`src/rtl/sprite_rom_writer.sv`:
```
`default_nettype none
// ============================================================================
//  Module      : sprite_rom_writer
//  Description : Encodes a 24-bit RGB pixel stream to palette indices with an
//                8-entry programmable palette and writes them in sequence into
//                the 4096 x 4 sprite memory.
//  Revision    : 1.0 - initial release
// ============================================================================
module sprite_rom_writer #(
  parameter int DEPTH      = 4096,
  parameter int ADDR_W     = 12,
  parameter int IDX_W      = 4,
  parameter int NUM_COLORS = 8
) (
  input  logic              Clk,
  input  logic              Reset,
  input  logic              start,
  input  logic              abort,
  input  logic              in_valid,
  input  logic [23:0]       in_rgb,
  output logic              in_ready,
  input  logic              pal_we,
  input  logic [2:0]        pal_idx,
  input  logic [23:0]       pal_rgb,
  output logic              wr_en,
  output logic [ADDR_W-1:0] wr_addr,
  output logic [IDX_W-1:0]  wr_data,
  output logic              busy,
  output logic              done,
  output logic              miss_flag,
  output logic [12:0]       miss_count
);

  // Power-on palette, entry 0 in the least significant 24 bits.
  localparam logic [8*24-1:0] c_PAL_INIT = {
    24'hffc510, 24'he9580f, 24'hfd7b0f, 24'hffc113,
    24'h6b260e, 24'hffff15, 24'h9a3a06, 24'hffffff
  };

  typedef enum logic [1:0] {
    S_IDLE = 2'd0,
    S_FILL = 2'd1,
    S_DONE = 2'd2
  } state_t;

  state_t            r_state;
  logic [23:0]       r_pal [NUM_COLORS];
  logic [ADDR_W-1:0] r_addr;
  logic              r_in_ready;
  logic              r_wr_en;
  logic [ADDR_W-1:0] r_wr_addr;
  logic [IDX_W-1:0]  r_wr_data;
  logic              r_busy;
  logic              r_done;
  logic              r_miss_flag;
  logic [12:0]       r_miss_count;

  logic              w_hit;
  logic [IDX_W-1:0]  w_idx;
  logic              w_accept;
  logic              w_last;

  // CAM match: scan from the top so the lowest matching entry is the one kept.
  always_comb begin
    w_hit = 1'b0;
    w_idx = '0;
    for (int i = NUM_COLORS - 1; i >= 0; i--) begin
      if (r_pal[i] == in_rgb) begin
        w_hit = 1'b1;
        w_idx = IDX_W'(i);
      end
    end
  end

  // An abort in the same cycle swallows the pixel on the bus.
  assign w_accept = in_valid && r_in_ready && !abort;
  assign w_last   = (r_addr == ADDR_W'(DEPTH - 1));

  // Palette storage; the encoder above sees the pre-write value this cycle.
  always_ff @(posedge Clk or posedge Reset) begin
    if (Reset) begin
      for (int i = 0; i < NUM_COLORS; i++) begin
        r_pal[i] <= c_PAL_INIT[i*24 +: 24];
      end
    end else if (pal_we) begin
      r_pal[pal_idx] <= pal_rgb;
    end
  end

  // Fill controller: state, address counter, write port and miss statistics.
  always_ff @(posedge Clk or posedge Reset) begin
    if (Reset) begin
      r_state      <= S_IDLE;
      r_addr       <= '0;
      r_in_ready   <= 1'b0;
      r_wr_en      <= 1'b0;
      r_wr_addr    <= '0;
      r_wr_data    <= '0;
      r_busy       <= 1'b0;
      r_done       <= 1'b0;
      r_miss_flag  <= 1'b0;
      r_miss_count <= '0;
    end else begin
      r_wr_en <= 1'b0;

      if (w_accept) begin
        r_wr_en   <= 1'b1;
        r_wr_addr <= r_addr;
        r_wr_data <= w_idx;
        r_addr    <= r_addr + 1'b1;
        if (!w_hit) begin
          r_miss_flag  <= 1'b1;
          r_miss_count <= r_miss_count + 1'b1;
        end
      end

      if (abort && (r_state != S_IDLE)) begin
        r_state    <= S_IDLE;
        r_in_ready <= 1'b0;
        r_busy     <= 1'b0;
        r_done     <= 1'b0;
      end else if (start && !abort && (r_state != S_FILL)) begin
        r_state      <= S_FILL;
        r_addr       <= '0;
        r_miss_flag  <= 1'b0;
        r_miss_count <= '0;
        r_in_ready   <= 1'b1;
        r_busy       <= 1'b1;
        r_done       <= 1'b0;
      end else if (w_accept && w_last) begin
        r_state    <= S_DONE;
        r_in_ready <= 1'b0;
        r_busy     <= 1'b0;
        r_done     <= 1'b1;
      end
    end
  end

  assign in_ready   = r_in_ready;
  assign wr_en      = r_wr_en;
  assign wr_addr    = r_wr_addr;
  assign wr_data    = r_wr_data;
  assign busy       = r_busy;
  assign done       = r_done;
  assign miss_flag  = r_miss_flag;
  assign miss_count = r_miss_count;

endmodule
`default_nettype wire

```
`config.mk`:
```
export PLATFORM = sky130hd
export DESIGN_NAME = sprite_rom_writer
export DESIGN_NICKNAME = d
export VERILOG_FILES = /design/src/rtl/sprite_rom_writer.sv
export SDC_FILE = /design/constraint.sdc
export NUM_CORES = 1
export LEC_CHECK = 0
export CAP_MARGIN = 20
export CORE_AREA = 2 2 174 176
export CTS_CLUSTER_SIZE = 28
export DETAILED_ROUTE_END_ITERATION = 8
export DIE_AREA = 0 0 176 178
export GPL_TIMING_DRIVEN = 0
export PLACE_DENSITY = 0.6
export SKIP_LAST_GASP = 1
export SLEW_MARGIN = 0
export SYNTH_ARGS = -nofsm -noshare
export SYNTH_HDL_FRONTEND = slang
export SYNTH_SLANG_ARGS = --single-unit
```
`constraint.sdc`:
```
create_clock -name Clk -period 10.25 [get_ports Clk]
set_clock_uncertainty 0.1 [all_clocks]
set_input_delay 1.5375 -clock Clk [delete_from_list [all_inputs] [get_ports Clk]]
set_output_delay 1.5375 -clock Clk [all_outputs]
set_load 0.005 [all_outputs]
```
* Word-level counts from Yosys, hierarchy flattened
Index checks and enable logic that the tools add are counted.
** Storage, ports and cells
- Flip-flop bits (word level) :: 239
- Input bits :: 57
** Operators by class
- $add $sub $neg :: 2
- Magnitude comparators :: 2
- Eq/ne operators :: 10
- Muxes and demuxes :: 40
- Bitwise gates (word level) :: 1
- Reductions and logical operators :: 10
** Operators with widths (count)
- bitwise mux 192 bit :: 1
- equality test 24 bit :: 8
- demux 24 bit (select 3 bit) :: 1
- 2-to-1 mux 13 bit :: 4
- 2-to-1 mux 12 bit :: 3
- 2-to-1 mux 4 bit :: 7
- 2-to-1 mux 24 bit :: 1
- 2-to-1 mux 1 bit :: 19
- adder 13 x 1 -> 13 bit (second input constant) :: 1
- adder 12 x 1 -> 12 bit (second input constant) :: 1
- equality test 12 bit (second input constant) :: 1
- logical AND 1 bit :: 7
- 2-to-1 mux 2 bit :: 3
- greater-or-equal comparator 4 bit (second input constant) :: 1
- < comparator 4 x 1 -> 1 bit (second input constant) :: 1
- NOT 3 -> 4 bit :: 1
- 2-to-1 mux 3 bit :: 1
- nonzero test 3 bit :: 1
- inequality test 2 x 1 -> 1 bit (second input constant) :: 1
- nonzero test 2 bit :: 1
- zero test 1 bit :: 1

* Longest topological paths before layout
- Depth in word-level cells :: 13
- Depth in mapped cells :: 10

* Least setup slack after synthesis
OpenSTA, ideal clock, no wires.
- Path type :: input to register
- Start point :: in in_rgb[4]
- End point :: reg r_miss_count[10], in the netlist miss_count[10]
- Setup time :: 78 ps
- Data arrival time :: 3589 ps
- Data required time :: 10072 ps
- Slack :: 6483 ps
- Stages on the path :: 10
- Path buffers :: 2
- Cells stage by stage :: buf_4 xor2_1 nor4_1 nand4_1 nor3_1 or4b_4 or4_4 buf_6 or3_1 a21oi_1
** Between the ends
- Longest elaborated chain between the ends :: 13
- Elaborated cells on any way between the ends :: 20
- Classes of those cells :: eq/ne (8); mux (12)
** RTL lines
- start, declared :: line 20 : input logic [23:0] in_rgb,
- equality test 24 bit :: line 68 : if (r_pal[i] == in_rgb) begin
- 2-to-1 mux 1 bit (7 in series) :: line 68
- 2-to-1 mux 1 bit (*) :: line 68
- 2-to-1 mux 13 bit (*) :: line 111 : if (!w_hit) begin
- 2-to-1 mux 13 bit (*) :: line 106 : if (w_accept) begin
- 2-to-1 mux 13 bit :: line 122 : end else if (start && !abort && (r_state != S_FILL)) begin
- 2-to-1 mux 13 bit (*) :: line 117 : if (abort && (r_state != S_IDLE)) begin
- end signal, assigned :: line 113 : r_miss_count <= r_miss_count + 1'b1;
- end, declared :: line 56 : logic [12:0] r_miss_count;
Every way passes the cells marked *; elsewhere a longest branch is shown, timed or not.
A chain may end at the register's enable or synchronous reset.

* Worst setup path after layout
- Start point :: in in_rgb[8]
- End point :: reg r_miss_count[1], in the netlist miss_count[1]
Same word-level chain as after synthesis.

==> flow_metrics.env <==
export IMPL_gr_total_overflow=0
export IMPL_wl_per_cell_um=19.7
export IMPL_drive_gt1_share_pct=37.8
export IMPL_core_region_area_um2=29400
export IMPL_clock_root_buffer="clkbuf_16"
export IMPL_global_route_usage_met2_pct=32.2
export IMPL_finalCritPeriodShare_pct=36.5
export IMPL_layout_commonest_cell="mux2_2"
export IMPL_start_util_pct=39.4
export IMPL_avgViaCountPerCell=5.04
export IMPL_cp_start_kind="input port"
export IMPL_netlist_area_um2=11600
export IMPL_io_pins=91
export IMPL_cts_resized=0
export IMPL_grt_use_met1_pct=24.3
export IMPL_yosysUniqueCellTypes=36
export IMPL_maxSlewViolCount=0
export IMPL_first_pass_iters=4
export IMPL_status="finished, final reports clean"
export IMPL_cts_sinks=236
export IMPL_dieArea_um2=31300
export IMPL_io_buffers=61
export IMPL_globalplace_congestion=0.811
export IMPL_slew_headroom_pct=27.3
export IMPL_yosys_top_cells_area="dfstp_2 (27%), dfrtp_1 (25%), mux2_2 (19%)"
export IMPL_layout_common_cells="mux2_2 (192), dfstp_2 (120), dfrtp_1 (116)"
export IMPL_antenna_found_initial=0
export IMPL_p_int_mw=2.07
export IMPL_cts_repair_timing_setup_buffer_count=0
export IMPL_cts_buffers=28
export IMPL_row_count=63
export IMPL_grt_use_total_pct=18.3
export IMPL_dpl_cell_area_um2=12800
export IMPL_hpwl_mm=19.9
export IMPL_cts_tree="done"
export IMPL_drc=0
export IMPL_setup_slack_ns=6.51
export IMPL_dieHeight_um=178
export IMPL_max_cap_violations=0
export IMPL_tightest_slew_ns=1.08
export IMPL_power_leakage_nw=5.45
export IMPL_vdd_ir_drop_max_mv=0.125
export IMPL_syn_avg_cell_area_um2=12.6
export IMPL_yosysWarningCount=0
export IMPL_setup_tns_ns=0
export IMPL_initialDrtViolationCount=319
export IMPL_path_clk_slew_ns=0.06
export IMPL_place_ws_ns=5.99
export IMPL_grt_max_degree=85
export IMPL_p_clk_share_pct=35.9
export IMPL_num_antenna_cells=0
export IMPL_synth_fp_nets=980
export IMPL_stdcell_area_um2=13700
export IMPL_cp_arrival_ns=4.04
export IMPL_grt_pass1_vias=7381
export IMPL_seq_power_share_pct=46.5
export IMPL_grt_util_met3_pct=2.45
export IMPL_setup_viol=0
export IMPL_synth_top_area_share_pct=27.2
export IMPL_p_sw_mw=0.718
export IMPL_cp_max_fo=10
export IMPL_clock_path_buffers=3
export IMPL_power_frac_comb_pct=17.6
export IMPL_crit_type="input port to register"
export IMPL_cp_required_ns=10.55
export IMPL_hold_path_class="register to register"
export IMPL_htreeDepth=1
export IMPL_powerDensity_nw_per_um2=204
export IMPL_clock_latency_ns=0.54
export IMPL_grt_pass1_wl_mm=43.6
export IMPL_vias=7201
export IMPL_layout_nets=1076
export IMPL_synthCells=921
export IMPL_yosysTopAreaCell="dfstp_2"
export IMPL_rsz0062_at_grt="false"
export IMPL_route_antenna_remaining_nets=0
export IMPL_ctsHoldBuffers=0
export IMPL_totalWireLength_mm=28.1
export IMPL_die_w_um=176
export IMPL_gr_max_usage_layer="met2"
export IMPL_cp_end_kind="register"
export IMPL_hold_viol=0
export IMPL_period_minus_slack_ns=3.74
export IMPL_fin_hold_ws_ns=0.369
export IMPL_fmaxAchievable_ghz=0.267
export IMPL_synth_seq_cells=236
export IMPL_syn_to_final_growth_pct=18.3
export IMPL_ys_seq_area_share_pct=52.2
export IMPL_switching_share_pct=25.7
export IMPL_n_fill_cell=2695
worst max-delay path: stages:
cell and delay (ns):
buf_4 0.19, xnor2_1 0.15, nand4_1 0.17, nor4_1 0.89, nand3_1 0.19, nand2_1 0.20
or3_1 0.20, buf_2 0.24, mux2i_1 0.22, nor2_1 0.05
final timing paths:
kind                                  to  startpoint  cells past startpoint  slack (ns)
max                        miss_count[1]   in_rgb[8]                     10        6.51
min                           wr_addr[1]  wr_addr[1]                      2        0.37
max reg2reg                miss_count[1]  r_pal[128]                      9        7.19
min reg2reg                   wr_addr[1]  wr_addr[1]                      2        0.37
max in group asynchronous     r_pal[137]       Reset                      3        7.82
min in group asynchronous  miss_count[9]       Reset                      2        1.37
power groups by stage:
stage,registers (mW),logic (mW),clock network (mW)
floorplan,1.29,0.372,0
global placement,1.30,0.487,0
detailed placement,1.31,0.499,0
CTS,1.30,0.502,1.02
global route,1.32,0.540,1.06
finish,1.30,0.492,1.00
cell type report:
type	count	area [um^2]	share of cell area [%]
plain buffers	54	343	2.50
flip-flops and latches	236	6060	44.1
well taps	390	488	3.56
inverters	8	37.5	0.274
clock inverters	9	101	0.739
repair buffers	66	686	5.00
clock buffers	43	838	6.11
multi-input cells	623	5170	37.7
state kept, by name, summed over array words and instances, names as in the netlist:
register	flops
wr_data	3
wr_en	1
wr_addr	12
miss_count	13
miss_flag	1
r_pal	192
r_state	2
r_addr	12
layer usage:
layer,part of all wire [%],vias up
met5,0,-
met4,1.7,0
met3,3.3,35
met2,50,127
met1,45,3650
li1,-,3389
Yosys cell counts (all sizes together):
cell	count
xnor2	107
and4	1
nand4b	3
nor3	9
nor2	16
or4	3
and2	1
and3	6
nand4	33
or4b	1
mux2	192
o31ai	2
dfrtp	116
clkbuf	25
nor3b	2
a21boi	1
nand3	14
a21oi	15
inv	8
ha	2
conb	1
nand2b	3
mux2i	1
dfstp	120
o21ai	13
buf	29
or3	9
o21a	7
a31o	1
nand2	58
xor2	94
nor4	28
cell families after synthesis:
| family | count (synthesis) | share of synthesized area (%) |
|---|---|---|
| other | 1 | 0.0323 |
| and+or+nand+nor | 187 | 8.48 |
| xor gates and xnor gates | 201 | 15.2 |
| DFF | 236 | 52.2 |
| muxes | 193 | 18.7 |
| AOI/OAI and AO/OA | 39 | 1.93 |
| adders and majority gates | 2 | 0.216 |
| buffers and inverters | 62 | 3.21 |
through the flow:
stage	std cells	power (mW)	util (%)
finish	1429	2.79	46.7
CTS	1428	2.82	46.6
global placement	1372	1.79	43.2
floorplan	921	1.66	-
global route	1429	2.92	46.7
detailed placement	1376	1.81	43.4
No activity file was read; power rests on OpenSTA's default activity.
